$ cat src/rtl/csr_file.sv
// Machine-mode CSR file: combinational lookup, write commit on the request handshake,
// 64-bit cycle/instret counters, trap entry and mret restore.
module csr_file #(
   parameter logic [31:0] HART_ID     = 32'h0000_0000,
   parameter logic [31:0] MISA_VAL    = 32'h4000_0100,
   parameter logic [31:0] MTVEC_RESET = 32'h8000_0000
) (
   input  logic        clk,
   input  logic        rst,
   input  logic        req_valid,
   output logic        req_ready,
   input  logic [11:0] req_a,
   input  logic [31:0] req_d,
   input  logic [1:0]  req_t,
   output logic        resp_exists,
   output logic [31:0] resp_d,
   input  logic        retire,
   input  logic        trap_valid,
   input  logic [31:0] trap_pc,
   input  logic [31:0] trap_cause,
   input  logic [31:0] trap_tval,
   input  logic        mret_valid,
   output logic [31:0] mtvec_o,
   output logic [31:0] mepc_o,
   output logic        mie_o
);

   logic        mstatus_mie_r;
   logic        mstatus_mpie_r;
   logic [31:0] mie_r;
   logic [31:0] mtvec_r;
   logic [31:0] mscratch_r;
   logic [31:0] mepc_r;
   logic [31:0] mcause_r;
   logic [31:0] mtval_r;
   logic [63:0] mcycle_r;
   logic [63:0] minstret_r;

   logic [63:0] mcycle_nxt_s;
   logic [63:0] minstret_nxt_s;
   logic [31:0] mstatus_s;
   logic [31:0] wdata_s;
   logic        we_s;

   // Traps and mret own the trap CSRs this cycle, so requests are stalled.
   assign req_ready = !trap_valid && !mret_valid;
   assign we_s      = req_valid && req_ready && (req_t != 2'b00);
   // MPP is hardwired to machine mode.
   assign mstatus_s = {19'd0, 2'b11, 3'd0, mstatus_mpie_r, 3'd0, mstatus_mie_r, 3'd0};

   assign mtvec_o = mtvec_r;
   assign mepc_o  = mepc_r;
   assign mie_o   = mstatus_mie_r;

   // Address decode and old-value lookup.
   always_comb begin
      resp_exists = 1'b1;
      resp_d      = 32'd0;
      case (req_a)
         12'h300: resp_d = mstatus_s;
         12'h301: resp_d = MISA_VAL;
         12'h304: resp_d = mie_r;
         12'h305: resp_d = mtvec_r;
         12'h340: resp_d = mscratch_r;
         12'h341: resp_d = mepc_r;
         12'h342: resp_d = mcause_r;
         12'h343: resp_d = mtval_r;
         12'h344: resp_d = 32'd0;
         12'hB00, 12'hC00: resp_d = mcycle_r[31:0];
         12'hB80, 12'hC80: resp_d = mcycle_r[63:32];
         12'hB02, 12'hC02: resp_d = minstret_r[31:0];
         12'hB82, 12'hC82: resp_d = minstret_r[63:32];
         12'hF14: resp_d = HART_ID;
         default: begin
            resp_exists = 1'b0;
            resp_d      = 32'd0;
         end
      endcase
   end

   // Write/set/clear value derived from the old value.
   always_comb begin
      case (req_t)
         2'b01:   wdata_s = req_d;
         2'b10:   wdata_s = resp_d | req_d;
         2'b11:   wdata_s = resp_d & ~req_d;
         default: wdata_s = resp_d;
      endcase
   end

   // Counter next values: increment first, then a written half overrides.
   always_comb begin
      mcycle_nxt_s   = mcycle_r + 64'd1;
      minstret_nxt_s = minstret_r + {63'd0, retire};
      case ({we_s, req_a})
         13'h1B00: mcycle_nxt_s[31:0]    = wdata_s;
         13'h1B80: mcycle_nxt_s[63:32]   = wdata_s;
         13'h1B02: minstret_nxt_s[31:0]  = wdata_s;
         13'h1B82: minstret_nxt_s[63:32] = wdata_s;
         default: begin
         end
      endcase
   end

   // CSR state register: reset, then trap, then mret, then request commit.
   always_ff @(posedge clk) begin
      if (rst) begin
         mstatus_mie_r  <= 1'b0;
         mstatus_mpie_r <= 1'b0;
         mie_r          <= 32'd0;
         mtvec_r        <= MTVEC_RESET;
         mscratch_r     <= 32'd0;
         mepc_r         <= 32'd0;
         mcause_r       <= 32'd0;
         mtval_r        <= 32'd0;
         mcycle_r       <= 64'd0;
         minstret_r     <= 64'd0;
      end else begin
         mcycle_r   <= mcycle_nxt_s;
         minstret_r <= minstret_nxt_s;
         if (trap_valid) begin
            mepc_r         <= trap_pc & 32'hFFFF_FFFC;
            mcause_r       <= trap_cause;
            mtval_r        <= trap_tval;
            mstatus_mpie_r <= mstatus_mie_r;
            mstatus_mie_r  <= 1'b0;
         end else if (mret_valid) begin
            mstatus_mie_r  <= mstatus_mpie_r;
            mstatus_mpie_r <= 1'b1;
         end else if (we_s) begin
            case (req_a)
               12'h300: begin
                  mstatus_mie_r  <= wdata_s[3];
                  mstatus_mpie_r <= wdata_s[7];
               end
               12'h304: mie_r      <= wdata_s;
               12'h305: mtvec_r    <= wdata_s & 32'hFFFF_FFFC;
               12'h340: mscratch_r <= wdata_s;
               12'h341: mepc_r     <= wdata_s & 32'hFFFF_FFFC;
               12'h342: mcause_r   <= wdata_s;
               12'h343: mtval_r    <= wdata_s;
               default: begin
               end
            endcase
         end
      end
   end

endmodule

$ cat config.mk
export PLATFORM = sky130hd
export DESIGN_NAME = csr_file
export DESIGN_NICKNAME = d
export VERILOG_FILES = /design/src/rtl/csr_file.sv
export SDC_FILE = /design/constraint.sdc
export NUM_CORES = 1
export LEC_CHECK = 0
export ABC_AREA = 1
export CAP_MARGIN = 0
export CELL_PAD_IN_SITES_DETAIL_PLACEMENT = 2
export CELL_PAD_IN_SITES_GLOBAL_PLACEMENT = 2
export CORE_UTILIZATION = 31
export DETAILED_ROUTE_END_ITERATION = 8
export PLACE_DENSITY_LB_ADDON = 0.1
export SLEW_MARGIN = 40
export SYNTH_ARGS = -nofsm -noshare
export SYNTH_HDL_FRONTEND = slang
export SYNTH_SLANG_ARGS = --single-unit
$ cat constraint.sdc
create_clock -name clk -period 2.2 [get_ports clk]
set_input_delay 0.44 -clock clk [delete_from_list [all_inputs] [get_ports clk]]
set_output_delay 0.44 -clock clk [all_outputs]
set_load 0.01 [all_outputs]
==> flow_summary.json, run 1 <==
{
  "ys_ff_latch": 318,
  "synth_top_area_cell": "dfxtp_1",
  "status": "stopped before the end",
  "async_flop_share": 0,
  "rows": 95,
  "synth_area_per_cell_um2": 6.18,
  "die_x_um": 263,
  "ctsLongestPathBuffers": 3,
  "placed_cell_area_um2": 28600,
  "netlist_area_um2": 21200,
  "die_h_um": 263,
  "place_congestion": 1.00,
  "cts_buffers": 42,
  "synth_area_leaders": "dfxtp_1 30%, nand3_1 13%, nand2_1 10%",
  "cts_hold_buf": 0,
  "grt_use_total": 0.749,
  "lastStage": "global routing (5_1_grt)",
  "dp.final_hpwl_mm": 120,
  "cts.sinks": 318,
  "synth_cells": 3424,
  "synth-seq-area-share": 0.301,
  "htreeDepth": 2,
  "grt_max_degree": 106,
  "overflow": 372,
  "root_buffer": "clkbuf_16",
  "ys_types": 42,
  "post-synth-top-area-fraction": 0.301,
  "stop_error": "[ERROR GRT-0232] Routing congestion too high. Check the congestion heatmap in the GUI.",
  "synth_ff_type": "dfxtp_1",
  "synth_edf_count": 0,
  "io_pins": 247,
  "portBuffers": 240,
  "yosys_warnings": 0,
  "start_util": 0.314
}
==> stage by stage <==
step / worst slack [ps] / cells / setup TNS (ps) / utilization / hold WS (ps)
floorplan: 29.6 / 3427 / 0 / - / 502
global placement: -1200 / 4892 / -267760 / 0.424 / 525
detailed placement: -1320 / 4892 / -321470 / 0.424 / 549
CTS: -355 / 5035 / -8590 / 0.486 / 78.9
==> logic make-up after synthesis <==
logic type      share of synthesized area
compound gates                      0.157
xor+xnor                           0.0323
fa+ha+maj                         0.00177
buf+inv                             0.138
flops                               0.301
other cells                      0.000177
simple gates                        0.369
==> timing repair <==
| action | 4_1_cts |
|---|---|
| setup endpoints to repair | 353 |
| pin swaps | 102 |
| cloned | 15 |
| gates resized for setup | 693 |
| setup buffers | 61 |
==> metal layers <==
layer / overflow / track usage
met2: 216 / 0.944
met3: 5 / 0.572
met5: 0 / 0.250
met4: 151 / 0.776
met1: 0 / 0.733
==> synth_stat cells (2+ instances only) <==
cell type,count
o211ai_1,8
inv_2,8
nor2_1,351
buf_2,53
nor2_4,8
buf_6,13
nor3b_1,17
o2111ai_1,2
xor2_1,53
buf_1,2
o21bai_1,56
o21ai_1,9
ha_1,3
nand3b_1,7
xnor2_1,25
o21a_1,2
nand2_1,583
or4_1,2
nor2_2,13
or2_2,13
nand3_1,531
nand2_4,2
a22o_1,59
and2_1,3
nor4_1,5
o21ai_0,243
nand2_2,39
inv_1,530
o31ai_1,2
buf_4,12
clkbuf_1,105
nand3_2,13
dfxtp_1,318
nor3_1,69
a21oi_1,203
nand4_1,56
==> run 2, diff against run 1 <==
Settings changed: CELL_PAD_IN_SITES_DETAIL_PLACEMENT 2 to default, CELL_PAD_IN_SITES_GLOBAL_PLACEMENT 2 to default, CORE_UTILIZATION 31 to 40, PLACE_DENSITY_LB_ADDON 0.1 to 0.15.
==> run 2 against run 1 <==
Effect of this change:
- the flow now finishes, with violations (setup timing)
- area after synthesis is the same
- synthesized cell count is the same
==> flow_summary.json, run 2 <==
{
  "cp.arrival_ps": 2030,
  "max_freq_ghz": 0.405,
  "cap_violations": 0,
  "synth-simple-area-share": 0.369,
  "dp.final_hpwl_mm": 85.2,
  "cp_cell_sequence": "buf_4 -> inv_1 -> nor2_2 -> nand2_8 -> nor2_4 -> buf_12 -> clkbuf_16 -> nand3_1 -> nand2_1 -> or4_4 -> buf_6",
  "synth_cells": 3424,
  "min_path_cells": 4,
  "synth_area_leaders": "dfxtp_1 30%, nand3_1 13%, nand2_1 10%",
  "rows": 83,
  "rsz0062_at_grt": "true",
  "die_h_um": 232,
  "synth-compound-area-share": 0.157,
  "place_congestion": 1.06,
  "final_cell_mix": "523 x inv_1, 517 x nand2_1, 436 x nand3_1",
  "yosys_warnings": 0,
  "synth_top_family_by_area": "simple AND/OR/NAND/NOR gates",
  "fill_cells": 4846,
  "wl_per_cell_um": 23.9,
  "yosys.area_share.adder": 0.00177,
  "placed_cell_area_um2": 27600,
  "ys_top_cells_by_count": "583 x nand2_1, 531 x nand3_1, 530 x inv_1, 351 x nor2_1, 318 x dfxtp_1",
  "dieArea_um2": 53800,
  "finClkSkew_ps": 29.6,
  "final_layout_size_suffix_gt1_frac": 0.250,
  "reg2reg_setup_slack_ps": 50,
  "leakage_uw": 0.0143,
  "portBuffers": 240,
  "drv_slew": 0,
  "largest_registers": "mcycle_r (64), minstret_r (64)",
  "place_ws_ps": -1140,
  "antenna_found_initial": 0,
  "synth.most_common_cell": "nand2_1",
  "io_pins": 247,
  "synth-seq-area-share": 0.301,
  "grt_max_degree": 101,
  "ctsLongestPathBuffers": 3,
  "violations": "setup timing",
  "endpoint_kind": "output pin",
  "async_flop_share": 0,
  "utilization": 0.613,
  "worst_slack_ps": -267,
  "htreeDepth": 2,
  "worst_skew_pair.late_latency_ps": 580,
  "crit_slowest_cell": "or4_4",
  "clk_pin_slew_ps": 60,
  "cts_buffers": 40,
  "syn_to_final_growth_pct": 50.1,
  "start_util": 0.408,
  "drt_iter0_drc": 3494,
  "tightestPinTransition_ps": 550,
  "root_buffer": "clkbuf_16",
  "required_ps": 1760,
  "ys_types": 42,
  "crit_type": "in -> out",
  "critical_path.max_stage_delay_ps": 550,
  "power.density_nw_per_um2": 468,
  "synthXorXnorAreaFrac": 0.0323,
  "overflow": 0,
  "post-synth-top-area-fraction": 0.301,
  "hold_violations": 0,
  "core-area_um2": 51800,
  "vias": 26500,
  "cts.sinks": 318,
  "avgViaCountPerCell": 5.58,
  "numPlacedInstances": 4603,
  "synth_edf_count": 0,
  "cts_tree": "yes",
  "ys_ff_latch": 318,
  "finalSetupTns_ps": -5660,
  "fin_nets": 4198,
  "drtPass1Iterations": 9,
  "grt_pass1_vias": 24300,
  "period_minus_slack_ps": 2470,
  "setup.worst_path.start_class": "primary input",
  "ant_nets": 0,
  "diodes": 0,
  "drt-total-wl_mm": 113,
  "grt_pass1_wl_mm": 160,
  "r2r_cells": 8,
  "cts_hold_buf": 0,
  "vdd_ir_drop_max_v": 0.000552,
  "fin_area_um2": 31800,
  "setup_viol": 33,
  "synth_top_area_cell": "dfxtp_1",
  "grt_use_total": 0.406,
  "cp_max_fo": 8,
  "stdcell_count": 4754,
  "synthMuxAreaShare": 0,
  "slew_headroom": 0.633,
  "netlist_area_um2": 21200,
  "layout_commonest_cell": "inv_1",
  "status": "finished, violations left",
  "period_share": 1.12,
  "min_path_type": "in -> reg",
  "synth_ff_type": "dfxtp_1",
  "drc": 0,
  "synth_area_per_cell_um2": 6.18,
  "die_x_um": 232
}
-- run 2: cell families (layout without fill, tap and decap cells) --
kind of cell | after synthesis | after routing
other | 1 | 4
AOI/OAI and AO/OA | 585 | 585
adders and majority gates | 3 | 3
and+or+nand+nor | 1716 | 1716
buffers and inverters | 723 | 1370
DFF | 318 | 318
xor gates and xnor gates | 78 | 78
-- run 2: power by group --
part           internal (µW)  switching [µW]
Sequential              5870             116
Clock                   4260            2890
Combinational            799             944
-- run 2: final timing paths --
kind,start,to
max,req_a[7],resp_d[27]
min,trap_valid,mtval_r[0]
max reg2reg,mcycle_r[10],mcycle_r[17]
min reg2reg,mscratch_r[14],mscratch_r[14]
-- run 2: repair_timing --
action	CTS	global route
setup buffers	46	25
setup endpoints to repair	276	71
gates resized for setup	482	206
pin swaps	87	76
cloned	12	9
-- run 2: metrics by stage --
| stage | power, µW | hold slack (ps) |
|---|---|---|
| 4_1_cts | 14800 | 291 |
| 2_1_floorplan | 6690 | 502 |
| 3_3_place_gp | 7650 | 523 |
| 3_5_place_dp | 7660 | 533 |
| 6_report | 14900 | 314 |
| 5_1_grt | 15200 | 337 |
-- run 2: critical path, delay by kind of cell --
family	cells	cell delay, ps
buffers and inverters	5	670
AND/OR/NAND/NOR	6	900
-- run 2: metal layers --
layer  share of wire  GRT usage
met2            0.43      0.620
met1            0.41      0.543
met3           0.095     0.0688
met5               0          0
met4           0.060      0.218
-- run 2: layout make-up --
class	count	area [µm²]	area share
multi-input cells	2386	13400	0.422
repair buffers	763	7730	0.243
flip-flops and latches	318	6370	0.201
inverters	538	2040	0.0641
clock buffers	51	1100	0.0347
well taps	680	851	0.0268
clock inverters	18	270	0.00851
Note: power is estimated with default switching activity, not from simulation.
==> run 3, diff against run 2 <==
Settings changed: ABC_CLOCK_PERIOD_IN_PS from default to 3000.
Clock period 2.2 ns to 3 ns, I/O delays scaled along.
==> run 3 against run 2 <==
Effect of this change:
- the run still ends with setup timing left
- sequential power shrank 27%
- critical endpoint is now resp_d[19]
- sequential cell count is the same
- total power shrank 31%
- hold slack gained 150 ps
- core utilization shrank 6.4 points
- routed wire length shrank 3.2%
- highest routed layer is now met5
==> flow_summary.json, run 3 (synthesis gave the netlist of run 2 again) <==
{
  "vias": 25200,
  "numPlacedInstances": 4467,
  "placed_cell_area_um2": 26600,
  "cts_tree": "yes",
  "root_buffer": "clkbuf_16",
  "drt_iter0_drc": 3136,
  "worst_skew_pair.late_latency_ps": 590,
  "final_layout_size_suffix_gt1_frac": 0.156,
  "setup.worst_path.start_class": "primary input",
  "portBuffers": 240,
  "period_minus_slack_ps": 3010,
  "status": "finished, violations left",
  "dieArea_um2": 53800,
  "worst_slack_ps": -12.5,
  "drc": 0,
  "vdd_ir_drop_max_v": 0.000464,
  "largest_registers": "mcycle_r (64), minstret_r (64)",
  "syn_to_final_growth_pct": 34.4,
  "overflow": 0,
  "avgViaCountPerCell": 5.52,
  "place_congestion": 1.05,
  "die_h_um": 232,
  "finClkSkew_ps": 23.7,
  "ctsLongestPathBuffers": 3,
  "io_pins": 247,
  "drt-total-wl_mm": 110,
  "layout_commonest_cell": "nand2_1",
  "crit_type": "in -> out",
  "period_share": 1.00,
  "rsz0062_at_grt": "true",
  "max_freq_ghz": 0.332,
  "cts.sinks": 318,
  "tightestPinTransition_ps": 836,
  "core-area_um2": 51800,
  "stdcell_count": 4562,
  "diodes": 0,
  "htreeDepth": 2,
  "fin_nets": 4008,
  "fill_cells": 5251,
  "cap_violations": 0,
  "fin_area_um2": 28400,
  "grt_pass1_wl_mm": 156,
  "min_path_type": "in -> reg",
  "wl_per_cell_um": 24.1,
  "power.density_nw_per_um2": 363,
  "grt_pass1_vias": 23100,
  "dp.final_hpwl_mm": 85.5,
  "slew_headroom": 0.438,
  "clk_pin_slew_ps": 60,
  "leakage_uw": 0.0130,
  "final_cell_mix": "566 x nand2_1, 525 x inv_1, 517 x nand3_1",
  "cp_max_fo": 6,
  "utilization": 0.548,
  "die_x_um": 232,
  "violations": "setup timing",
  "drtPass1Iterations": 6,
  "grt_max_degree": 104,
  "required_ps": 2400,
  "grt_use_total": 0.398,
  "endpoint_kind": "output pin",
  "antenna_found_initial": 1,
  "start_util": 0.408,
  "ant_nets": 0,
  "drv_slew": 0,
  "hold_violations": 0,
  "setup_viol": 1,
  "cts_buffers": 40,
  "finalSetupTns_ps": -12.5,
  "rows": 83,
  "cp.arrival_ps": 2410
}
## run 3: changes by cell type in the layout (fill, tap and decap cells not counted), moves of 12 or more
cell,before,now
buf_6,66,10
nand2_2,84,50
nand2_1,517,566
nand3_4,27,6
nand3_1,436,517
nor2_4,40,20
clkbuf_2,0,12
buf_8,17,0
nor2_2,68,27
nor2_1,264,326
buf_4,386,257
nand3_2,82,22
## run 3: metal layers
| layer | wire length (µm) | track usage | up-vias |
|---|---|---|---|
| met5 | 13 | 0 | - |
| met4 | 4610 | 0.160 | 2 |
| met3 | 9310 | 0.0670 | 188 |
| met2 | 49100 | 0.630 | 1144 |
| met1 | 46800 | 0.535 | 11900 |
| li1 | - | - | 12000 |
## run 3: worst paths after layout
check	cells after the start	end	startpoint	slack (ps)
min	4	mie_o	trap_valid	460
max	13	resp_d[19]	req_a[2]	-10
min reg2reg	4	mie_r[11]	mie_r[11]	540
max reg2reg	8	mcycle_r[51]	mcycle_r[10]	440
## run 3: final cells by class
cell class | instances | area (µm²) | share of cell area
multi-input combinational | 2387 | 12200 | 0.431
clock inverter | 12 | 118 | 0.00414
timing repair buffer | 572 | 5690 | 0.200
inverter | 538 | 2020 | 0.0711
clock buffer | 55 | 1130 | 0.0397
tap | 680 | 851 | 0.0299
sequential | 318 | 6370 | 0.224
## run 3: timing repair
item,in CTS,in global routing
setup endpoints to repair,33,29
gates resized for setup,213,44
hold buffers,0,0
gates cloned,5,4
setup buffers,16,4
pin swaps,23,14
## run 3: through the flow
stage	hold WS, ps	power (µW)	setup slack (ps)
finish	464	10300	-12.5
global route	478	10600	-64.7
CTS	445	10300	-25.0
detailed placement	530	5580	-629
global placement	522	5580	-655
floorplan	502	4910	510
## run 3: critical path: stages
cell and delay (ps):
clkdlybuf4s15_1 240, nor2_4 150, buf_4 150, nand2_4 80, nor2_4 170, buf_4 200
nand3_1 80, nand2_1 100, nor2_1 50, buf_4 120, nand3_1 90, buf_4 140
clkdlybuf4s15_2 210
## run 3: report_power, final
group	leakage [µW]	internal, µW	switching [µW]	total (µW)
Clock	0.000616	2720	2060	4780
Sequential	0.00258	4300	81.5	4380
Combinational	0.00984	503	637	1140
Total	0.0130	7520	2780	10300
